$ cat src/rtl/mul_unit_if.sv
// mul_unit_if: request/response bundle between the issue logic and the
// iterative multiply unit. Master drives the request, slave is the unit.
interface mul_unit_if #(
  parameter int WIDTH = 32
);
  // request (register file read side, latched on start)
  logic             start;
  logic [WIDTH-1:0] a;
  logic [WIDTH-1:0] b;
  logic [WIDTH-1:0] acc;
  logic             accumulate;
  logic [3:0]       wa_in;
  logic             setflags_in;
  // response (register file write side and flags)
  logic             busy;
  logic             done;
  logic             we;
  logic [3:0]       wa;
  logic [WIDTH-1:0] result;
  logic             flag_n;
  logic             flag_z;
  logic             flags_we;

  modport master (
    output start, a, b, acc, accumulate, wa_in, setflags_in,
    input  busy, done, we, wa, result, flag_n, flag_z, flags_we
  );

  modport slave (
    input  start, a, b, acc, accumulate, wa_in, setflags_in,
    output busy, done, we, wa, result, flag_n, flag_z, flags_we
  );
endinterface

$ cat src/rtl/mul_unit.sv
// mul_unit: iterative shift-add multiplier, one multiplier bit per cycle.
// Produces low WIDTH bits of a*b (optionally +acc) as a one-cycle writeback
// pulse with N/Z flags. Optional feature macro: MLA_EN (accumulate support).
// The interface instance must use the same WIDTH as this module.
module mul_unit #(
  parameter int WIDTH = 32
) (
  input  logic       clk,
  input  logic       reset,
  mul_unit_if.slave  bus
);
  localparam int CW = (WIDTH > 1) ? $clog2(WIDTH) : 1;

  typedef enum logic [1:0] {IDLE, RUN, DONE} state_t;

  state_t           state_q, state_d;
  logic [WIDTH-1:0] mcand_q, mplr_q, acc_q, result_q;
  logic [CW-1:0]    cnt_q;
  logic [3:0]       wa_q;
  logic             s_q, fn_q, fz_q;

  logic             accept_w, last_w;
  logic [WIDTH-1:0] add_w, init_w;

  assign accept_w = (state_q == IDLE) && bus.start;
  assign last_w   = (cnt_q == CW'(WIDTH - 1));
  assign add_w    = acc_q + (mplr_q[0] ? mcand_q : '0);

`ifdef MLA_EN
  assign init_w = bus.accumulate ? bus.acc : '0;
`else
  // acc/accumulate are intentionally ignored without MLA support
  logic unused_mla;
  assign unused_mla = ^{bus.acc, bus.accumulate};
  assign init_w     = '0;
`endif

  // state register
  always_ff @(posedge clk) begin
    if (reset) state_q <= IDLE;
    else       state_q <= state_d;
  end

  // next state and status outputs
  always_comb begin
    state_d  = state_q;
    bus.busy = 1'b0;
    bus.done = 1'b0;
    case (state_q)
      IDLE: if (bus.start) state_d = RUN;
      RUN: begin
        bus.busy = 1'b1;
        if (last_w) state_d = DONE;
      end
      DONE: begin
        bus.busy = 1'b1;
        bus.done = 1'b1;
        state_d  = IDLE;
      end
      default: state_d = IDLE;
    endcase
  end

  // datapath: operand latch, shift-add iteration, registered result/flags
  always_ff @(posedge clk) begin
    if (reset) begin
      mcand_q  <= '0;
      mplr_q   <= '0;
      acc_q    <= '0;
      cnt_q    <= '0;
      wa_q     <= '0;
      s_q      <= 1'b0;
      result_q <= '0;
      fn_q     <= 1'b0;
      fz_q     <= 1'b0;
    end else if (accept_w) begin
      mcand_q <= bus.a;
      mplr_q  <= bus.b;
      acc_q   <= init_w;
      cnt_q   <= '0;
      wa_q    <= bus.wa_in;
      s_q     <= bus.setflags_in;
    end else if (state_q == RUN) begin
      acc_q   <= add_w;
      mcand_q <= mcand_q << 1;
      mplr_q  <= mplr_q >> 1;
      cnt_q   <= cnt_q + CW'(1);
      // capture the final sum so result/flags are stable through DONE
      if (last_w) begin
        result_q <= add_w;
        fn_q     <= add_w[WIDTH-1];
        fz_q     <= (add_w == '0);
      end
    end
  end

  assign bus.we       = bus.done;
  assign bus.wa       = wa_q;
  assign bus.result   = result_q;
  assign bus.flag_n   = fn_q;
  assign bus.flag_z   = fz_q;
  assign bus.flags_we = bus.done & s_q;
endmodule

$ cat src/flat_wrapper.sv
// flat-port wrapper written by rule: the top's interface ports become plain ports
module mul_unit_flat 
#(
  parameter int WIDTH = 32
)
  (clk, reset, bus_start, bus_a, bus_b, bus_acc, bus_accumulate, bus_wa_in, bus_setflags_in, bus_busy, bus_done, bus_we, bus_wa, bus_result, bus_flag_n, bus_flag_z, bus_flags_we);
  mul_unit_if #(.WIDTH(WIDTH)) bus_i ();
  input  logic clk;
  input  logic reset;
  input wire logic [$bits(bus_i.start)-1:0] bus_start;
  input wire logic [$bits(bus_i.a)-1:0] bus_a;
  input wire logic [$bits(bus_i.b)-1:0] bus_b;
  input wire logic [$bits(bus_i.acc)-1:0] bus_acc;
  input wire logic [$bits(bus_i.accumulate)-1:0] bus_accumulate;
  input wire logic [$bits(bus_i.wa_in)-1:0] bus_wa_in;
  input wire logic [$bits(bus_i.setflags_in)-1:0] bus_setflags_in;
  output wire logic [$bits(bus_i.busy)-1:0] bus_busy;
  output wire logic [$bits(bus_i.done)-1:0] bus_done;
  output wire logic [$bits(bus_i.we)-1:0] bus_we;
  output wire logic [$bits(bus_i.wa)-1:0] bus_wa;
  output wire logic [$bits(bus_i.result)-1:0] bus_result;
  output wire logic [$bits(bus_i.flag_n)-1:0] bus_flag_n;
  output wire logic [$bits(bus_i.flag_z)-1:0] bus_flag_z;
  output wire logic [$bits(bus_i.flags_we)-1:0] bus_flags_we;
  assign bus_i.start = bus_start;
  assign bus_i.a = bus_a;
  assign bus_i.b = bus_b;
  assign bus_i.acc = bus_acc;
  assign bus_i.accumulate = bus_accumulate;
  assign bus_i.wa_in = bus_wa_in;
  assign bus_i.setflags_in = bus_setflags_in;
  assign bus_busy = bus_i.busy;
  assign bus_done = bus_i.done;
  assign bus_we = bus_i.we;
  assign bus_wa = bus_i.wa;
  assign bus_result = bus_i.result;
  assign bus_flag_n = bus_i.flag_n;
  assign bus_flag_z = bus_i.flag_z;
  assign bus_flags_we = bus_i.flags_we;
  mul_unit #(.WIDTH(WIDTH)) u_core (.clk(clk), .reset(reset), .bus(bus_i));
endmodule
$ cat config.mk
export PLATFORM = sky130hd
export DESIGN_NAME = mul_unit_flat
export DESIGN_NICKNAME = d
export VERILOG_FILES = /design/src/rtl/mul_unit_if.sv /design/src/rtl/mul_unit.sv /design/src/flat_wrapper.sv
export SDC_FILE = /design/constraint.sdc
export NUM_CORES = 1
export LEC_CHECK = 0
export BUFFER_PORTS_ARGS = -buffer_cell sky130_fd_sc_hd__buf_2
export CAP_MARGIN = 20
export CORE_MARGIN = 2
export CORE_UTILIZATION = 60
export CTS_CLUSTER_DIAMETER = 50
export DETAILED_ROUTE_END_ITERATION = 16
export PLACE_DENSITY = 0.93
export SYNTH_ARGS = -nofsm -noshare
export SYNTH_HDL_FRONTEND = slang
export SYNTH_SLANG_ARGS = --single-unit
$ cat constraint.sdc
create_clock -name clk -period 9.8 [get_ports clk]
set_input_delay 2.94 -clock clk [delete_from_list [all_inputs] [get_ports clk]]
set_output_delay 2.94 -clock clk [all_outputs]
set_load 0.01 [all_outputs]
Word-level counts from Yosys, hierarchy flattened
Cells that the tools add are included.
- bits of input ports: 105
- word-level logic and storage cells: 37
- output and inout bits: 42
- register bits after elaboration: 142
- equal/unequal tests: 5
- reduce and logical (&&, ||, !) cells: 8
- multiplexer cells: 10
- add/subtract/negate cells: 2
- bitwise operators: 2
- operators by type and width (kind ; count):
    $mux W32 ; 5
    $add A32 B32 Y32 ; 1
    $logic_not A32 Y1 ; 1
    $add A5 B1 Y5 const B ; 1
    $eq A5 B5 Y1 const B ; 1
    $mux W2 ; 2
    $pmux W2 S2 ; 1
    $reduce_or A2 Y1 ; 2
    $reduce_and A3 Y1 ; 1
    $eq A2 B1 Y1 const B ; 1
    $eq A2 B2 Y1 const B ; 1
    $logic_not A2 Y1 ; 1
    $mux W1 ; 2
    $ne A2 B1 Y1 const B ; 1
    $ne A2 B2 Y1 const B ; 1
    $reduce_and A2 Y1 ; 1
    $reduce_bool A2 Y1 ; 1
    $and A1 B1 Y1 ; 1
    $logic_and A1 B1 Y1 ; 1
    $not A1 Y1 ; 1

Depth between registers and ports, before layout
- depth in word-level cells: 4
- gate-level depth with buffers: 16
- depth with buffers taken out: 15

Worst setup path after synthesis
Ideal clock, no wire load.
- kind: input-to-reg
- from: input reset
- to: register u_core.fz_q, in the netlist u_core.bus.flag_z
- required time: 9.741 ns
- setup time: 0.059 ns
- path buffers: 1
- data arrival time: 4.483 ns
- path slack: 5.258 ns
- stages on the path: 10
- path through: clkbuf_1 > nor4b_1 > nand2_1 > nor4_1 > o2111ai_1 > nor4_1 > nand4_1 > nor4b_2 > nand4bb_1 > nand2_1
- RTL lines (what ; line ; text):
    from (decl) ; flat_wrapper.sv:9 ; input logic reset;
    to (signal assigned) ; mul_unit.sv:92 ; fz_q <= (add_w == '0);
    to (decl) ; mul_unit.sv:20 ; logic s_q, fn_q, fz_q;

==> flow_metrics.tcl <==
set metrics [dict create \
    status "completed" \
    multi_input_area_mm2 0.00467 \
    finClkSkew_ps 5.14 \
    grt_setup_unrepaired "no" \
    critPathCaptureType "register" \
    max_freq_ghz 0.202 \
    first_pass_iters 5 \
    cts_tree "built" \
    dpl_cell_area_mm2 0.00837 \
    crit_fanout 36 \
    start_util 0.615 \
    final_cells 1200 \
    core-area_mm2 0.0127 \
    grt_pass1_vias 6906 \
    cts_buffers 17 \
    power_density_mw_per_mm2 176 \
    cts_setup_buffers 0 \
    drc_errors 0 \
    mostFrequentLayoutCells "141 x dfxtp_1, 137 x nor2_1, 112 x buf_2" \
    chipHeight_um 118 \
    async_flop_share 0 \
    setup_tns_ps 0 \
    relSlewSlack 0.287 \
    max_cap_viol_count 0 \
    initialDrtViolationCount 495 \
    fin_crit_sh 0.506 \
    crit_type "in -> reg" \
    final_util 0.709 \
    fp-row-count 41 \
    dr_total_vias 7065 \
    syn_inst 943 \
    hold_viol_final 0 \
    cts_root_buffer "clkbuf_16" \
    total_power_uw 1580 \
    grt_pass1_wl_mm 32.3 \
    syn_area_mm2 0.00780 \
    crit_required_ps 10170 \
    tightest_slew_ps 1070 \
    fin_area_mm2 0.00899 \
    yosysWarnings 0 \
    layout_commonest_cell "dfxtp_1" \
    drive_above_1_share 0.160 \
    die_x_um 118 \
    fill_cells 928 \
    setup_viol 0 \
    cts_resized 0 \
    grt.total_usage 0.280 \
    ys_ff_latch 141 \
    clock_path_buffers 2 \
    start_kind "input port" \
    h-tree-depth 4 \
    netlist-cell-type-count 63 \
    dp_hpwl_mm 12.8 \
    leakagePower_uw 0.00380 \
    path_clk_slew_ps 60 \
    io_pins 147 \
    hold_buffers 0 \
    syn_area_per_cell_um2 8.27 \
    numPortBuffers 113 \
    synth_edf_count 0 \
    post_drt_wl_per_cell_um 16.0 \
    grt-ovfl-total 0 \
    antenna_found_initial 2 \
    syn2layout_area_growth_pct 15.3 \
    die_area_mm2 0.0139 \
    numClockSinks 141 \
    seq_area_mm2 0.00282 \
    routed_via_density 5.89 \
    syn-num-nets 1087 \
    irDropWorstVdd_v 0.000132 \
    ys.flop_type "dfxtp_1" \
    num-nets-final 1158 \
    cp.arrival_ps 5320 \
    ant_nets 0 \
    finalCriticalPeriod_ps 4950 \
    maxSlewViolCount 0 \
    wl_mm 19.3 \
    ys_seq_area_frac 0.362 \
    min_path_type "reg -> reg" \
    gp_congestion 0.900 \
    place_inst 1167 \
    grt_max_degree 72 \
    clkLatencyLatePin_ps 430 \
]
-- power by group --
| group | switching, uW | total [uW] | internal (uW) | leakage [uW] |
|---|---|---|---|---|
| Clock | 264 | 669 | 404 | 0.000293 |
| Sequential | 31.7 | 646 | 614 | 0.00115 |
| Combinational | 153 | 263 | 110 | 0.00235 |
-- sequential cells by signal (all words and copies together), names as in the netlist --
register / count
u_core.bus.flag_n: 1
u_core.bus.result: 31
u_core.bus.wa: 4
u_core.cnt_q: 5
u_core.s_q: 1
u_core.bus.flag_z: 1
u_core.mplr_q: 32
u_core.state_q: 2
u_core.acc_q: 32
u_core.mcand_q: 32
-- worst paths after layout --
check / slack, ps / depth (start not counted) / end / from
worst max-delay path: 4850 / 10 / u_core.bus.flag_z$_SDFFE_PP0P_ / reset
worst min register to register: 450 / 2 / u_core.s_q$_SDFFE_PP0P_ / u_core.s_q$_SDFFE_PP0P_
worst min-delay path: 450 / 2 / u_core.s_q$_SDFFE_PP0P_ / u_core.s_q$_SDFFE_PP0P_
worst max register to register: 5290 / 15 / u_core.bus.flag_z$_SDFFE_PP0P_ / u_core.mplr_q[0]$_SDFFE_PP0P_
-- kinds of logic (layout without fill, tap and decap cells) --
kind of cell	Yosys count	in the layout	synth area share
buffers and inverters	83	167	0.0425
XOR/XNOR	22	22	0.0257
other	0	1	0
AO/OA/AOI/OAI	224	224	0.188
flip-flops	141	141	0.362
AND/OR/NAND/NOR	347	347	0.206
adder cells (fa/ha/maj)	39	39	0.0635
multiplexers	87	87	0.112
-- metal layers --
| layer | GRT usage | routed length, um |
|---|---|---|
| met1 | 0.341 | 8210 |
| met2 | 0.477 | 9360 |
| met3 | 0.0538 | 1020 |
| met4 | 0.130 | 646 |
| met5 | 0 | 13 |
-- synth_stat cells, drive strengths merged (14+ instances only) --
cell | number | area share
dfxtp | 141 | 0.36
nor2 | 137 | 0.066
nand2 | 94 | 0.045
mux2i | 86 | 0.11
a21oi | 80 | 0.053
a211oi | 74 | 0.071
clkbuf | 52 | 0.025
and2 | 39 | 0.031
ha | 38 | 0.061
o21ai | 23 | 0.015
inv | 16 | 0.0077
buf | 14 | 0.0093
-- stage by stage --
step                hold WS [ps]  setup slack [ps]
finish                       449              4850
global route                 468              4760
CTS                          452              4970
detailed placement           444              4530
global placement             437              4540
floorplan                    432              5260
-- layout make-up --
class | instances | share of cell area
multi-input combinational | 719 | 0.519
sequential | 141 | 0.314
timing repair buffer | 118 | 0.0674
clock buffer | 17 | 0.0473
tap | 172 | 0.0239
clock inverter | 15 | 0.0207
inverter | 17 | 0.00710
antenna | 1 | 0.000278
-- critical path, cell delays in order --
cell and delay (ps):
buf_4 220, nor4b_1 340, nand2_1 110, nor4_1 300
o2111ai_1 170, nor4_1 450, nand4_1 180, nor4b_2 300
nand4bb_1 180, nand2_1 120
No activity file was read; power rests on OpenSTA's default activity.
